### config.mk
export PLATFORM = sky130hd
export DESIGN_NAME = mc_ctrl_fsm_flat
export DESIGN_NICKNAME = d
export VERILOG_FILES = /design/src/rtl/mc_ctrl_fsm_if.sv /design/src/rtl/mc_ctrl_fsm.sv /design/src/flat_wrapper.sv
export SDC_FILE = /design/constraint.sdc
export NUM_CORES = 1
export LEC_CHECK = 0
export BUFFER_PORTS_ARGS = -buffer_cell sky130_fd_sc_hd__buf_2
export CAP_MARGIN = 25
export CORE_ASPECT_RATIO = 1.1
export CORE_MARGIN = 4
export CORE_UTILIZATION = 55
export CTS_CLUSTER_DIAMETER = 80
export DETAILED_ROUTE_END_ITERATION = 10
export HOLD_SLACK_MARGIN = 0.06
export MAX_ROUTING_LAYER = met4
export PLACE_DENSITY = 0.85
export SYNTH_ARGS = -nofsm -noshare
export SYNTH_HDL_FRONTEND = slang
export SYNTH_SLANG_ARGS = --single-unit
### constraint.sdc
create_clock -name clk -period 3.4 [get_ports clk]
set_clock_uncertainty 0.1 [all_clocks]
set_input_delay 0.34 -clock clk [delete_from_list [all_inputs] [get_ports clk]]
set_output_delay 0.34 -clock clk [all_outputs]
set_load 0.01 [all_outputs]
### src/rtl/mc_ctrl_fsm_if.sv
// Control bundle between the RV32I multi-cycle controller (master) and its shared
// datapath (slave): decode inputs, memory handshake, datapath strobes and debug counters.
interface mc_ctrl_fsm_if #(
    parameter int CNT_W = 32
);
    logic [31:0]      inst;
    logic             zero;
    logic             lt;
    logic             ltu;
    logic             mem_ready;
    logic             mem_req;
    logic             mem_we;
    logic             iord;
    logic             ir_we;
    logic             pc_we;
    logic [1:0]       pc_sel;
    logic             old_pc_we;
    logic [2:0]       ImmSel;
    logic [1:0]       alu_a;
    logic [1:0]       alu_b;
    logic [1:0]       alu_mode;
    logic             reg_we;
    logic [1:0]       wb_sel;
    logic             illegal;
    logic [3:0]       state;
    logic [CNT_W-1:0] cycle_cnt;
    logic [CNT_W-1:0] instret;

    modport master (
        input  inst, zero, lt, ltu, mem_ready,
        output mem_req, mem_we, iord, ir_we, pc_we, pc_sel, old_pc_we, ImmSel,
               alu_a, alu_b, alu_mode, reg_we, wb_sel, illegal, state,
               cycle_cnt, instret
    );

    modport slave (
        output inst, zero, lt, ltu, mem_ready,
        input  mem_req, mem_we, iord, ir_we, pc_we, pc_sel, old_pc_we, ImmSel,
               alu_a, alu_b, alu_mode, reg_we, wb_sel, illegal, state,
               cycle_cnt, instret
    );
endinterface

### src/rtl/mc_ctrl_fsm.sv
// Multi-cycle RV32I control unit: one datapath step per state, memory handshake,
// sticky illegal-opcode trap, cycle and retired-instruction counters.
module mc_ctrl_fsm #(
    parameter logic [3:0] RESET_STATE = 4'd0,
    parameter int         CNT_W       = 32
) (
    input  logic          clk,
    input  logic          rst_n,
    mc_ctrl_fsm_if.master bus
);

    typedef enum logic [3:0] {
        S_FETCH  = 4'd0,  S_DECODE = 4'd1,  S_MEMADR = 4'd2,  S_MEMRD  = 4'd3,
        S_LDWB   = 4'd4,  S_MEMWR  = 4'd5,  S_EXE_R  = 4'd6,  S_EXE_I  = 4'd7,
        S_ALUWB  = 4'd8,  S_BRANCH = 4'd9,  S_JAL    = 4'd10, S_JALR_A = 4'd11,
        S_JALR   = 4'd12, S_LUI    = 4'd13, S_AUIPC  = 4'd14, S_TRAP   = 4'd15
    } state_e;

    localparam logic [6:0] OP_LOAD  = 7'b0000011;
    localparam logic [6:0] OP_STORE = 7'b0100011;
    localparam logic [6:0] OP_R     = 7'b0110011;
    localparam logic [6:0] OP_I     = 7'b0010011;
    localparam logic [6:0] OP_BR    = 7'b1100011;
    localparam logic [6:0] OP_JAL   = 7'b1101111;
    localparam logic [6:0] OP_JALR  = 7'b1100111;
    localparam logic [6:0] OP_LUI   = 7'b0110111;
    localparam logic [6:0] OP_AUIPC = 7'b0010111;

    localparam logic [2:0] IMM_U = 3'b000;
    localparam logic [2:0] IMM_I = 3'b001;
    localparam logic [2:0] IMM_S = 3'b010;
    localparam logic [2:0] IMM_B = 3'b011;
    localparam logic [2:0] IMM_J = 3'b100;

    localparam logic [CNT_W-1:0] CNT_ONE = 1;

    state_e           state_q, state_d;
    logic             illegal_q, illegal_d;
    logic [CNT_W-1:0] cycle_cnt_q, cycle_cnt_d;
    logic [CNT_W-1:0] instret_q, instret_d;
    logic             retire;
    logic             taken;
    logic [6:0]       opcode;
    logic [2:0]       funct3;

    assign opcode = bus.inst[6:0];
    assign funct3 = bus.inst[14:12];

    // Reserved funct3 encodings 010/011 fall into the default and never branch.
    always_comb begin
        case (funct3)
            3'b000:  taken = bus.zero;
            3'b001:  taken = !bus.zero;
            3'b100:  taken = bus.lt;
            3'b101:  taken = !bus.lt;
            3'b110:  taken = bus.ltu;
            3'b111:  taken = !bus.ltu;
            default: taken = 1'b0;
        endcase
    end

    always_comb begin
        // NOTE: every output gets a default first so no path through the case infers a latch.
        state_d       = state_q;
        illegal_d     = illegal_q;
        retire        = 1'b0;
        bus.mem_req   = 1'b0;
        bus.mem_we    = 1'b0;
        bus.iord      = 1'b0;
        bus.ir_we     = 1'b0;
        bus.pc_we     = 1'b0;
        bus.pc_sel    = 2'b00;
        bus.old_pc_we = 1'b0;
        bus.ImmSel    = IMM_U;
        bus.alu_a     = 2'b00;
        bus.alu_b     = 2'b00;
        bus.alu_mode  = 2'b00;
        bus.reg_we    = 1'b0;
        bus.wb_sel    = 2'b00;

        case (state_q)
            S_FETCH: begin
                bus.mem_req = 1'b1;
                if (bus.mem_ready) begin
                    bus.ir_we     = 1'b1;
                    bus.old_pc_we = 1'b1;
                    bus.pc_we     = 1'b1;
                    bus.alu_b     = 2'b10;
                    state_d       = S_DECODE;
                end
            end
            // Speculatively form old_pc + imm so branch/jump/auipc targets sit in ALUOut.
            S_DECODE: begin
                bus.alu_a = 2'b10;
                bus.alu_b = 2'b01;
                case (opcode)
                    OP_BR:    bus.ImmSel = IMM_B;
                    OP_JAL:   bus.ImmSel = IMM_J;
                    OP_AUIPC: bus.ImmSel = IMM_U;
                    default:  bus.ImmSel = IMM_I;
                endcase
                case (opcode)
                    OP_LOAD, OP_STORE: state_d = S_MEMADR;
                    OP_R:              state_d = S_EXE_R;
                    OP_I:              state_d = S_EXE_I;
                    OP_BR:             state_d = S_BRANCH;
                    OP_JAL:            state_d = S_JAL;
                    OP_JALR:           state_d = S_JALR_A;
                    OP_LUI:            state_d = S_LUI;
                    OP_AUIPC:          state_d = S_AUIPC;
                    default: begin
                        state_d   = S_TRAP;
                        illegal_d = 1'b1;
                    end
                endcase
            end
            S_MEMADR: begin
                bus.alu_a  = 2'b01;
                bus.alu_b  = 2'b01;
                bus.ImmSel = (opcode == OP_STORE) ? IMM_S : IMM_I;
                state_d    = (opcode == OP_STORE) ? S_MEMWR : S_MEMRD;
            end
            S_MEMRD: begin
                bus.mem_req = 1'b1;
                bus.iord    = 1'b1;
                if (bus.mem_ready) state_d = S_LDWB;
            end
            S_LDWB: begin
                bus.reg_we = 1'b1;
                bus.wb_sel = 2'b01;
                retire     = 1'b1;
                state_d    = S_FETCH;
            end
            S_MEMWR: begin
                bus.mem_req = 1'b1;
                bus.mem_we  = 1'b1;
                bus.iord    = 1'b1;
                if (bus.mem_ready) begin
                    retire  = 1'b1;
                    state_d = S_FETCH;
                end
            end
            S_EXE_R: begin
                bus.alu_a    = 2'b01;
                bus.alu_mode = 2'b01;
                state_d      = S_ALUWB;
            end
            S_EXE_I: begin
                bus.alu_a    = 2'b01;
                bus.alu_b    = 2'b01;
                bus.ImmSel   = IMM_I;
                bus.alu_mode = 2'b10;
                state_d      = S_ALUWB;
            end
            S_ALUWB, S_AUIPC: begin
                bus.reg_we = 1'b1;
                retire     = 1'b1;
                state_d    = S_FETCH;
            end
            S_BRANCH: begin
                bus.alu_a    = 2'b01;
                bus.alu_mode = 2'b11;
                bus.pc_we    = taken;
                bus.pc_sel   = 2'b01;
                retire       = 1'b1;
                state_d      = S_FETCH;
            end
            S_JAL: begin
                bus.reg_we = 1'b1;
                bus.wb_sel = 2'b10;
                bus.pc_we  = 1'b1;
                bus.pc_sel = 2'b01;
                retire     = 1'b1;
                state_d    = S_FETCH;
            end
            S_JALR_A: begin
                bus.alu_a  = 2'b01;
                bus.alu_b  = 2'b01;
                bus.ImmSel = IMM_I;
                state_d    = S_JALR;
            end
            S_JALR: begin
                bus.reg_we = 1'b1;
                bus.wb_sel = 2'b10;
                bus.pc_we  = 1'b1;
                bus.pc_sel = 2'b10;
                retire     = 1'b1;
                state_d    = S_FETCH;
            end
            S_LUI: begin
                bus.reg_we = 1'b1;
                bus.wb_sel = 2'b11;
                retire     = 1'b1;
                state_d    = S_FETCH;
            end
            default: begin
                illegal_d = 1'b1;
                state_d   = S_TRAP;
            end
        endcase

        cycle_cnt_d = cycle_cnt_q + CNT_ONE;
        instret_d   = retire ? instret_q + CNT_ONE : instret_q;
    end

    // NOTE: sequential state uses non-blocking assignments so every flop samples pre-edge values.
    always_ff @(posedge clk or negedge rst_n) begin
        if (!rst_n) begin
            state_q     <= state_e'(RESET_STATE);
            illegal_q   <= 1'b0;
            cycle_cnt_q <= '0;
            instret_q   <= '0;
        end else begin
            state_q     <= state_d;
            illegal_q   <= illegal_d;
            cycle_cnt_q <= cycle_cnt_d;
            instret_q   <= instret_d;
        end
    end

    assign bus.state     = state_q;
    assign bus.illegal   = illegal_q;
    assign bus.cycle_cnt = cycle_cnt_q;
    assign bus.instret   = instret_q;

endmodule

### src/flat_wrapper.sv
// flat-port wrapper written by rule: the top's interface ports become plain ports
module mc_ctrl_fsm_flat 
#(
    parameter logic [3:0] RESET_STATE = 4'd0,
    parameter int         CNT_W       = 32
)
  (clk, rst_n, bus_inst, bus_zero, bus_lt, bus_ltu, bus_mem_ready, bus_mem_req, bus_mem_we, bus_iord, bus_ir_we, bus_pc_we, bus_pc_sel, bus_old_pc_we, bus_ImmSel, bus_alu_a, bus_alu_b, bus_alu_mode, bus_reg_we, bus_wb_sel, bus_illegal, bus_state, bus_cycle_cnt, bus_instret);
  mc_ctrl_fsm_if #(.CNT_W(CNT_W)) bus_i ();
  input  logic clk;
  input  logic rst_n;
  input wire logic [$bits(bus_i.inst)-1:0] bus_inst;
  input wire logic [$bits(bus_i.zero)-1:0] bus_zero;
  input wire logic [$bits(bus_i.lt)-1:0] bus_lt;
  input wire logic [$bits(bus_i.ltu)-1:0] bus_ltu;
  input wire logic [$bits(bus_i.mem_ready)-1:0] bus_mem_ready;
  output wire logic [$bits(bus_i.mem_req)-1:0] bus_mem_req;
  output wire logic [$bits(bus_i.mem_we)-1:0] bus_mem_we;
  output wire logic [$bits(bus_i.iord)-1:0] bus_iord;
  output wire logic [$bits(bus_i.ir_we)-1:0] bus_ir_we;
  output wire logic [$bits(bus_i.pc_we)-1:0] bus_pc_we;
  output wire logic [$bits(bus_i.pc_sel)-1:0] bus_pc_sel;
  output wire logic [$bits(bus_i.old_pc_we)-1:0] bus_old_pc_we;
  output wire logic [$bits(bus_i.ImmSel)-1:0] bus_ImmSel;
  output wire logic [$bits(bus_i.alu_a)-1:0] bus_alu_a;
  output wire logic [$bits(bus_i.alu_b)-1:0] bus_alu_b;
  output wire logic [$bits(bus_i.alu_mode)-1:0] bus_alu_mode;
  output wire logic [$bits(bus_i.reg_we)-1:0] bus_reg_we;
  output wire logic [$bits(bus_i.wb_sel)-1:0] bus_wb_sel;
  output wire logic [$bits(bus_i.illegal)-1:0] bus_illegal;
  output wire logic [$bits(bus_i.state)-1:0] bus_state;
  output wire logic [$bits(bus_i.cycle_cnt)-1:0] bus_cycle_cnt;
  output wire logic [$bits(bus_i.instret)-1:0] bus_instret;
  assign bus_i.inst = bus_inst;
  assign bus_i.zero = bus_zero;
  assign bus_i.lt = bus_lt;
  assign bus_i.ltu = bus_ltu;
  assign bus_i.mem_ready = bus_mem_ready;
  assign bus_mem_req = bus_i.mem_req;
  assign bus_mem_we = bus_i.mem_we;
  assign bus_iord = bus_i.iord;
  assign bus_ir_we = bus_i.ir_we;
  assign bus_pc_we = bus_i.pc_we;
  assign bus_pc_sel = bus_i.pc_sel;
  assign bus_old_pc_we = bus_i.old_pc_we;
  assign bus_ImmSel = bus_i.ImmSel;
  assign bus_alu_a = bus_i.alu_a;
  assign bus_alu_b = bus_i.alu_b;
  assign bus_alu_mode = bus_i.alu_mode;
  assign bus_reg_we = bus_i.reg_we;
  assign bus_wb_sel = bus_i.wb_sel;
  assign bus_illegal = bus_i.illegal;
  assign bus_state = bus_i.state;
  assign bus_cycle_cnt = bus_i.cycle_cnt;
  assign bus_instret = bus_i.instret;
  mc_ctrl_fsm #(.RESET_STATE(RESET_STATE), .CNT_W(CNT_W)) u_core (.clk(clk), .rst_n(rst_n), .bus(bus_i));
endmodule
==> results.txt <==
RD Place Congestion: 0.901
Comb pwr share: 0.349
antenna viol nets, final: 0
Mapped Nets: 425
Yosys cell types: 57
Fillers: 529
WL per Instance: 15.8 um
Peak VDD IR: 0.475 mV
initial antenna violation count: 0
Critical-path top delay cell: dfrtp_1
PortBufs: 104
I/O pin cnt: 127
number of CTS-inserted buffers: 9
Layout Cells excl Fill: 576
share of cells above drive strength 1: 0.283
switching share of power: 0.385
TritonRoute pass-1 iters: 5
leak pwr: 2.10 nW
P_int: 1.63 mW
first-pass GRT wire length: 14700 um
Commonest cells post-synth: dfrtp_1, xnor2_1, nand2_1
Final Max Slew Viols: 0
delay-heaviest family, CP: simple AND/OR/NAND/NOR gates
Yosys top cell area share: 0.453
final WL: 9070 um
outcome: finished clean
Resized Gates After CTS: 0
vias in the first global route: 3190
Final min period: 2.67 ns
CTS root buf: clkbuf_8
Synth warnings: 0
CP dominant cell by count: nor2_1
Die Area: 8330 um2
hold path depth: 3
Crit path buffers/inverters: 1
final hold vios: 0
CORE AREA: 6670 um2
vias: 3410
final critical-path share of the clock period: 0.785
Clock Pin Slew Worst Setup and Hold Paths: 0.07 ns
TritonCTS clock tree: built
Setup Buffers After CTS: 0
Die X: 87.4 um
fmax: 0.375 GHz
Maximum Capacitance Violations: 0
grt total ovfl: 0
starting density of the core: 0.572
Critical Path Max Stage Delay: 0.80 ns
R2R depth: 4
#FFs+latches synth: 69
WP data arrival: 2.23 ns
clk buf depth: 2
sequential fraction of design power: 0.393
1st-iter DRT viols: 190
synth top area cells: dfrtp_1, xnor2_1, xor2_1
path type of the worst min-delay path: input port to flop
Critical Path RT: 2.96 ns
hpwl dp: 6620 um
crit path kind: flop to output pin
Remaining DRCs: 0
PwrDens: 574 nW/um2
number of synthesized flops with an enable pin: 0
Slew HR: 0.367
dpl cells: 558
setup tns final: 0 ns
clock latency on the worst-skew pair: 0.34 ns
Die H: 95.3 um
Power Total: 2.65 mW
gr usage total: 0.225
Cells after Synth: 385
RSZ-0062 raised after global routing: no
# nets final: 529
Primary FF master, synth: dfrtp_1
count leader, synth: dfrtp_1
async set or reset register ratio after synthesis: 1.00
register area share after synthesis: 0.453
Setup crit start kind: flop
Row Count: 31
pin count of the biggest net entering global routing: 45
worst path cell trace: or4b_2, nor2_1, a21oi_1, nor2_1, buf_2
CTS HTree Levels: 3
Clk network pwr share: 0.258
Mapped Avg Cell Area: 9.91 um2
number of cells on the critical path: 5
Area Growth Syn to Fin: 21.2%
clk sinks: 69
cell taking the most area after synthesis: dfrtp_1
final setup fails: 0
P_sw: 1.02 mW
Worst setup EP type: output pin
worst slew pin tran: 0.950 ns
vias per cell: 5.92
Synth Cell Area: 3810 um2
diodes inserted: 0
Critical Path Fanout Max: 25
[registers in the layout, indices dropped and copies added, names as in the netlist]
name and flops:
u_core.bus.cycle_cnt 32, u_core.bus.instret 32, u_core.bus.state 4, u_core.bus.illegal 1
[routing by layer]
metal  track usage  vias to the layer above  wire [um]
met5             -                        -          0
li1              -                     1614          -
met2         0.366                      111       4540
met1         0.282                     1670       3880
met4        0.0742                        0        131
met3        0.0441                       15        517
[final timing paths]
path	startpoint	endpoint	slack [ns]
setup / recovery	u_core.bus.state[1]	bus_ImmSel[1]	0.73
setup reg to reg	u_core.bus.state[3]	u_core.bus.instret[17]	0.89
hold / removal	bus_mem_ready	u_core.bus.state[2]	0.29
hold reg to reg	u_core.bus.instret[31]	u_core.bus.instret[31]	0.36
min in group asynchronous	rst_n	u_core.bus.instret[26]	0.35
max in group asynchronous	rst_n	u_core.bus.cycle_cnt[22]	2.16
[per-stage QoR]
| step | hold slack, ns | utilization | area, um2 | setup WS, ns |
|---|---|---|---|---|
| 2_1_floorplan | -0.0556 | - | 3810 | 1.39 |
| 3_3_place_gp | 0.351 | 0.657 | 4380 | 0.999 |
| 3_5_place_dp | 0.346 | 0.657 | 4380 | 0.957 |
| 4_1_cts | 0.0828 | 0.688 | 4590 | 0.737 |
| 5_1_grt | 0.287 | 0.693 | 4620 | 0.607 |
| 6_report | 0.289 | 0.693 | 4620 | 0.732 |
[cell usage in the layout, fill, tap and decap left out, types with 2 or more instances in the layout]
master	instances
nand3_1	26
clkbuf_8	10
and4_1	7
o41ai_1	2
and3_1	8
xor2_1	20
a2bb2oi_1	2
ha_1	2
clkinv_4	3
nor4_2	3
dfrtp_1	69
mux2_2	2
nor4_1	7
nand4b_1	3
nand2b_1	8
and2_1	5
buf_2	104
inv_1	10
nor3_2	2
nand2_1	32
a211o_1	2
nand3b_1	2
nor2b_1	2
o22ai_1	5
o21ai_0	4
a21oi_1	6
nor3_1	10
nand4_1	26
mux2i_1	2
nor2_1	25
a221oi_1	3
xnor2_1	45
a221o_1	2
buf_4	3
a32oi_1	2
or4_1	3
or4_4	2
a21o_1	2
[area by class of cell]
cell class                 count  area [um2]  area share
clock buffer                  10         138      0.0298
tap                           82         103      0.0222
timing repair buffer         109         573       0.124
multi-input combinational    290        1970       0.427
clock inverter                 6        70.1      0.0152
sequential                    69        1730       0.374
inverter                      10        37.5     0.00812
[power groups by stage]
| stage | registers, mW | clock network [mW] | logic (mW) |
|---|---|---|---|
| after global placement | 1.05 | 0 | 0.898 |
| after detailed placement | 1.05 | 0 | 0.912 |
| after floorplan | 1.00 | 0 | 0.654 |
| after CTS | 1.03 | 0.698 | 0.918 |
| after global routing | 1.06 | 0.732 | 1.01 |
| final | 1.04 | 0.685 | 0.924 |
[kinds of logic after synthesis]
kind of cell             count (synthesis)  synth area share
XOR/XNOR                                65             0.149
AND/OR/NAND/NOR                        179             0.271
multiplexers                             4            0.0112
flip-flops                              69             0.453
adder cells (fa/ha/maj)                  2           0.00656
AO/OA/AOI/OAI                           40            0.0794
buffers and inverters                   26            0.0295
[worst register-to-register path, stage by stage (launching register included)]
cell	delay, ns
dfrtp_1	0.69
inv_1	0.30
a221oi_2	0.87
nand4_1	0.24
xnor2_1	0.19
[timing repair]
action,4_1_cts,5_1_grt
endpoints found under the setup margin,0,0
hold endpoints to repair,0,15
hold buffers,0,1
(Power assumes the default switching activity.)
